[src/rtl/vga_pkg.sv]
// Shared VGA timing and board-geometry constants.
// The timing generator and the draw_square* stages both read this package.
package vga_pkg;

  // Counter width. Each axis total must fit in it.
  localparam int unsigned CNT_W     = 11;
  localparam int unsigned MAX_TOTAL = 1 << CNT_W;

  typedef logic [CNT_W-1:0] cnt_t;

  // Default 1024x768@60 timing (65 MHz pixel clock).
  localparam int unsigned DEF_H_ACTIVE = 1024;
  localparam int unsigned DEF_H_FP     = 24;
  localparam int unsigned DEF_H_SYNC   = 136;
  localparam int unsigned DEF_H_BP     = 160;
  localparam int unsigned DEF_V_ACTIVE = 768;
  localparam int unsigned DEF_V_FP     = 3;
  localparam int unsigned DEF_V_SYNC   = 6;
  localparam int unsigned DEF_V_BP     = 29;

  function automatic int unsigned axis_total(input int unsigned active, input int unsigned fp,
                                             input int unsigned sync, input int unsigned bp);
    return active + fp + sync + bp;
  endfunction

  localparam int unsigned DEF_H_TOTAL =
      axis_total(DEF_H_ACTIVE, DEF_H_FP, DEF_H_SYNC, DEF_H_BP);
  localparam int unsigned DEF_V_TOTAL =
      axis_total(DEF_V_ACTIVE, DEF_V_FP, DEF_V_SYNC, DEF_V_BP);

  // Board region drawn by the draw_square* stages: an 8x8 grid centred in the active area.
  localparam int unsigned BOARD_CELLS = 8;
  localparam int unsigned CELL_SIZE   = 64;
  localparam int unsigned BOARD_SIZE  = BOARD_CELLS * CELL_SIZE;
  localparam int unsigned BOARD_XPOS  = (DEF_H_ACTIVE - BOARD_SIZE) / 2;
  localparam int unsigned BOARD_YPOS  = (DEF_V_ACTIVE - BOARD_SIZE) / 2;

endpackage

[src/rtl/vga_axis_counter.sv]
// One axis of the VGA raster: wrapping position counter plus registered sync/blank flags.
// Flags are derived from the next count so they line up with the registered count.
module vga_axis_counter
  import vga_pkg::*;
#(
  parameter int unsigned Total      = DEF_H_TOTAL,
  parameter int unsigned SyncStart  = DEF_H_ACTIVE + DEF_H_FP,
  parameter int unsigned SyncEnd    = DEF_H_ACTIVE + DEF_H_FP + DEF_H_SYNC,
  parameter int unsigned BlankStart = DEF_H_ACTIVE,
  parameter bit          SyncLow    = 1'b0
) (
  input  logic             clk,
  input  logic             rst_n,
  input  logic             inc,
  output logic [CNT_W-1:0] count,
  output logic             wrap,
  output logic             sync,
  output logic             blank
);

  localparam cnt_t LastC       = cnt_t'(Total - 1);
  localparam cnt_t SyncStartC  = cnt_t'(SyncStart);
  localparam cnt_t SyncEndC    = cnt_t'(SyncEnd);
  localparam cnt_t BlankStartC = cnt_t'(BlankStart);

  cnt_t count_q, count_d;
  logic sync_q, sync_d;
  logic blank_q, blank_d;
  logic last;

  // Next position and the flags that describe it.
  always_comb begin
    last    = (count_q == LastC);
    wrap    = inc & last;
    count_d = count_q;
    if (inc) begin
      count_d = last ? '0 : count_q + 1'b1;
    end
    blank_d = (count_d >= BlankStartC);
    sync_d  = ((count_d >= SyncStartC) && (count_d < SyncEndC)) ^ SyncLow;
  end

  // Count and flags share one register stage; sync resets to its idle level.
  always_ff @(posedge clk or negedge rst_n) begin
    if (!rst_n) begin
      count_q <= '0;
      sync_q  <= SyncLow;
      blank_q <= 1'b0;
    end else begin
      count_q <= count_d;
      sync_q  <= sync_d;
      blank_q <= blank_d;
    end
  end

  assign count = count_q;
  assign sync  = sync_q;
  assign blank = blank_q;

endmodule

[src/rtl/vga_timing_gen.sv]
// Free-running VGA timing source (default 1024x768@60) feeding the draw_* chain.
// Build option: define VGA_TIMING_SYNC_NEG_EN for active-low hsync/vsync (idle high);
// otherwise syncs are active-high. Counters, blanks and frame_start are unaffected.
module vga_timing_gen
  import vga_pkg::*;
#(
  parameter int unsigned H_ACTIVE = DEF_H_ACTIVE,
  parameter int unsigned H_FP     = DEF_H_FP,
  parameter int unsigned H_SYNC   = DEF_H_SYNC,
  parameter int unsigned H_BP     = DEF_H_BP,
  parameter int unsigned V_ACTIVE = DEF_V_ACTIVE,
  parameter int unsigned V_FP     = DEF_V_FP,
  parameter int unsigned V_SYNC   = DEF_V_SYNC,
  parameter int unsigned V_BP     = DEF_V_BP
) (
  input  logic        pclk,
  input  logic        rst_n,
  output logic [10:0] hcount_out,
  output logic [10:0] vcount_out,
  output logic        hsync_out,
  output logic        vsync_out,
  output logic        hblnk_out,
  output logic        vblnk_out,
  output logic        frame_start
);

  localparam int unsigned H_TOTAL = axis_total(H_ACTIVE, H_FP, H_SYNC, H_BP);
  localparam int unsigned V_TOTAL = axis_total(V_ACTIVE, V_FP, V_SYNC, V_BP);

`ifdef VGA_TIMING_SYNC_NEG_EN
  localparam bit SYNC_LOW = 1'b1;
`else
  localparam bit SYNC_LOW = 1'b0;
`endif

  // Refuse to elaborate a mode the 11-bit counters cannot represent.
  if (H_TOTAL > MAX_TOTAL || V_TOTAL > MAX_TOTAL) begin : g_total_too_big
    $error("vga_timing_gen: H_TOTAL/V_TOTAL exceed counter range");
  end

  logic h_wrap;
  logic v_wrap;
  logic frame_start_q;

  vga_axis_counter #(
    .Total      (H_TOTAL),
    .SyncStart  (H_ACTIVE + H_FP),
    .SyncEnd    (H_ACTIVE + H_FP + H_SYNC),
    .BlankStart (H_ACTIVE),
    .SyncLow    (SYNC_LOW)
  ) u_hcnt (
    .clk   (pclk),
    .rst_n (rst_n),
    .inc   (1'b1),
    .count (hcount_out),
    .wrap  (h_wrap),
    .sync  (hsync_out),
    .blank (hblnk_out)
  );

  // Vertical axis steps only when the line wraps, so its flags change only at hcount 0.
  vga_axis_counter #(
    .Total      (V_TOTAL),
    .SyncStart  (V_ACTIVE + V_FP),
    .SyncEnd    (V_ACTIVE + V_FP + V_SYNC),
    .BlankStart (V_ACTIVE),
    .SyncLow    (SYNC_LOW)
  ) u_vcnt (
    .clk   (pclk),
    .rst_n (rst_n),
    .inc   (h_wrap),
    .count (vcount_out),
    .wrap  (v_wrap),
    .sync  (vsync_out),
    .blank (vblnk_out)
  );

  // Both axes wrapping together means the next position is (0,0).
  always_ff @(posedge pclk or negedge rst_n) begin
    if (!rst_n) begin
      frame_start_q <= 1'b0;
    end else begin
      frame_start_q <= h_wrap & v_wrap;
    end
  end

  assign frame_start = frame_start_q;

endmodule

[config.mk]
export PLATFORM = sky130hd
export DESIGN_NAME = vga_timing_gen
export DESIGN_NICKNAME = d
export VERILOG_FILES = /design/src/rtl/vga_pkg.sv /design/src/rtl/vga_axis_counter.sv /design/src/rtl/vga_timing_gen.sv
export SDC_FILE = /design/constraint.sdc
export NUM_CORES = 1
export LEC_CHECK = 0
export CORE_MARGIN = 3
export CORE_UTILIZATION = 40
export CTS_BUF_LIST = sky130_fd_sc_hd__clkbuf_16
export CTS_CLUSTER_SIZE = 12
export DETAILED_ROUTE_END_ITERATION = 7
export GPL_TIMING_DRIVEN = 0
export PLACE_DENSITY = 0.65
export SYNTH_ARGS = -nofsm -noshare
export SYNTH_HDL_FRONTEND = slang
export SYNTH_SLANG_ARGS = --single-unit
[constraint.sdc]
create_clock -name pclk -period 2.9 [get_ports pclk]
set_input_delay 0.29 -clock pclk [delete_from_list [all_inputs] [get_ports pclk]]
set_output_delay 0.29 -clock pclk [all_outputs]
set_load 0.02 [all_outputs]
==> impl_metrics.csv <==
group,metric,value,unit
outcome,status,"completed",
clock_tree,cts_resized,0,
setup_path,crit_slowest_cell,"or4b_4",
placement,hpwl,2410,um
yosys,syn-cell-area,0.00148,sq mm
clock_tree,clk_pin_slew,0.07,ns
die,initial_utilization,0.430,
layout,nets,193,
timing,min_period,2.57,ns
power_and_ir_drop,p_leak,0.000770,uW
power_and_ir_drop,seq_power_share,0.534,
timing,fmax,390,MHz
power_and_ir_drop,combPwrFrac,0.018,
yosys,synthAdderAreaFrac,0.0338,
clock_tree,cts_root_buf,"clkbuf_16",
clock_tree,cts_buffer_depth,2,
layout,drive_gt1_frac,0.0591,
clock_tree,cts_setup_buffers,0,
clock_tree,ctsHoldBuffers,0,
power_and_ir_drop,power.total,705,uW
timing,setup_viol,0,
clock_tree,clock_latency,0.26,ns
global_route,grt_first_pass_wirelength,5550,um
layout,final_util,0.559,
timing,tightest_slew,0.791,ns
setup_path,startpoint_type,"register",
setup_path,crit_type,"register to register",
route,drtPass1Iterations,4,
timing,fin_worst_skew,0.00418,ns
global_route,grt_max_degree,28,
clock_tree,cts.sinks,27,
yosys,synth-simple-area-share,0.249,
yosys,syn_nets,159,
global_route,antenna_found_initial,0,
power_and_ir_drop,intPower,567,uW
setup_path,cp-end-kind,"register",
die,io_pins,29,
global_route,gr-usage-all-layers,0.162,
setup_path,cp.arrival,2.77,ns
yosys,ys_ff_latch,27,
power_and_ir_drop,switchingPower,137,uW
clock_tree,numCtsBuffers,3,
timing,finalHoldViolCount,0,
route,via_per_inst,5.48,
die,die-area,0.00447,sq mm
route,first_iter_violations,65,
route,drt-total-wl,3230,um
die,rows,21,
route,vias,1271,
setup_path,path_max_fanout,10,
setup_path,cp_num_buf_inv,1,
clock_tree,cts_tree,"yes",
layout,fillers,301,
route,drtAntennaViolNets,0,
die,die_y,66.8,um
placement,gp_congestion,0.870,
yosys,yosys.cell_types.count,39,
yosys,synth_warnings,0,
global_route,grt_pass1_vias,1275,
route,drc,0,
placement,port_buffers,28,
yosys,yosysSeqAreaShare,0.456,
timing,drv_slew,0,
setup_path,required,3.10,ns
flow_run,max_cap_violations,0,
yosys,synth-xor-area-share,0.0651,
min_path,hold_class,"input port to asynchronous set/reset pin",
yosys,postSynthAreaPerCell,9.67,sq um
route,wl_per_cell,13.9,um
yosys,synth_top_family_by_area,"simple AND/OR/NAND/NOR gates",
clock_tree,cts_max_level,1,
setup_path,regToRegSetupSlack,0.33,ns
setup_path,crit_chain,"or4b_4 > nor4_4 > clkbuf_1 > nand2_1 > xnor2_1 > nor4b_1 > o211a_1",
setup_path,max_stage_delay,0.58,ns
timing,fin_crit_sh,0.885,
setup_path,crit_family,"simple AND/OR/NAND/NOR gates",
power_and_ir_drop,switching_share,0.195,
yosys,synth_compound_area_frac,0.144,
die,die_x,66.8,um
yosys,netlist_instances,153,
global_route,grt_overflow,0,
die,core-area,0.00344,sq mm
power_and_ir_drop,p_clk_frac,0.448,
timing,tns,0,ns
power_and_ir_drop,peakVddDrop,0.000184,V
timing,rsz0062_at_grt,"false",
yosys,synth_mux_area_frac,0.0144,
timing,slew_headroom,0.468,
power_and_ir_drop,p_per_area,366,mW/mm^2
layout,n_antenna_cell,0,
layout,area_growth,30.1,%
-- per-layer routing --
layer	up-vias	GRT usage	share of wire
li1	625	-	-
met1	604	0.202	0.47
met2	31	0.270	0.47
met3	11	0.0270	0.033
met4	0	0.0761	0.029
met5	-	0	0
-- flip-flops by register name, summed over array words and instances, names as in the netlist --
signal / count
u_hcnt.sync: 1
u_vcnt.blank: 1
u_vcnt.sync: 1
u_vcnt.count: 11
u_hcnt.blank: 1
u_hcnt.count: 11
frame_start: 1
-- cell usage in the layout, fill, tap and decap left out, types with 4 or more instances in the layout --
cell type	Yosys	final
o21ai_1	7	7
clkbuf_1	7	7
nand3_1	9	9
a31oi_1	5	5
ha_1	4	4
nand2_1	12	12
xnor2_1	6	6
nand4_1	5	5
a21oi_1	9	9
clkdlybuf4s50_1	0	28
nor3_1	6	6
dfrtp_1	27	27
nor2_1	7	7
xor2_1	5	5
-- per-stage QoR --
stage	area [sq um]	setup WS, ns	std cells	hold WS [ns]
after floorplan	1480	0.470	153	-0.00559
final	1930	0.335	232	0.427
after global placement	1820	0.353	227	0.535
after global routing	1930	0.0985	232	0.478
after detailed placement	1820	0.316	227	0.534
after CTS	1900	0.297	231	0.547
-- synthesized netlist by cell type --
master     instances  area share
a21o_1             2       0.010
a21oi_1            9       0.030
a22o_1             1      0.0059
a31oi_1            5       0.021
and2_1             2      0.0085
and3_1             1      0.0042
and4_1             2       0.012
buf_6              1      0.0076
clkbuf_1           7       0.018
clkinv_1           2      0.0051
dfrtp_1           27        0.46
ha_1               4       0.034
inv_1              3      0.0076
mux2_1             1      0.0076
mux2i_1            1      0.0068
nand2_1           12       0.030
nand2b_1           2      0.0085
nand3_1            9       0.030
nand4_1            5       0.021
nor2_1             7       0.018
nor2b_1            1      0.0042
nor3_1             6       0.020
nor4_1             2      0.0085
nor4_4             1       0.014
nor4b_1            1      0.0059
nor4bb_1           3       0.020
o2111ai_1          1      0.0059
o211a_1            1      0.0068
o21ai_0            2      0.0068
o21ai_1            7       0.024
o21ai_2            2       0.012
o31ai_1            3       0.015
o41ai_1            1      0.0059
or2_1              3       0.013
or3_1              3       0.013
or4_4              1      0.0076
or4b_4             1      0.0093
xnor2_1            6       0.036
xor2_1             5       0.030
-- path summary, 6_finish.rpt --
kind                              endpoint            start  cells past startpoint
setup / recovery               u_vcnt.sync  u_hcnt.count[6]                      7
hold / removal             u_vcnt.count[8]            rst_n                      1
setup reg to reg               u_vcnt.sync  u_hcnt.count[6]                      7
hold reg to reg            u_hcnt.count[0]  u_hcnt.count[0]                      1
max in group asynchronous  u_vcnt.count[0]            rst_n                      2
min in group pclk          u_hcnt.count[0]  u_hcnt.count[0]                      1
-- final cells by class --
class | count | area, sq um | share of cell area
buffer | 8 | 37.5 | 0.0195
clock buffer | 3 | 75.1 | 0.0390
clock inverter | 1 | 5.00 | 0.00260
inverter | 5 | 18.8 | 0.00975
multi-input combinational | 113 | 748 | 0.389
sequential | 27 | 676 | 0.351
tap | 46 | 57.6 | 0.0299
timing repair buffer | 29 | 308 | 0.160
-- cells by family after synthesis --
group | after synthesis
flip-flops | 27
AO/OA/AOI/OAI | 34
AND/OR/NAND/NOR | 62
adder cells (fa/ha/maj) | 4
buffers and inverters | 13
multiplexers | 2
XOR/XNOR | 11
-- power by group through the flow --
stage                     Clock, uW  Sequential [uW]  Combinational [uW]
after CTS                       321              376                8.78
after floorplan                   0              384            0.000255
after global routing            333              376                14.7
final                           316              376                12.7
after global placement            0              384                8.79
after detailed placement          0              384                8.86
Note: power is estimated with default switching activity, not from simulation.
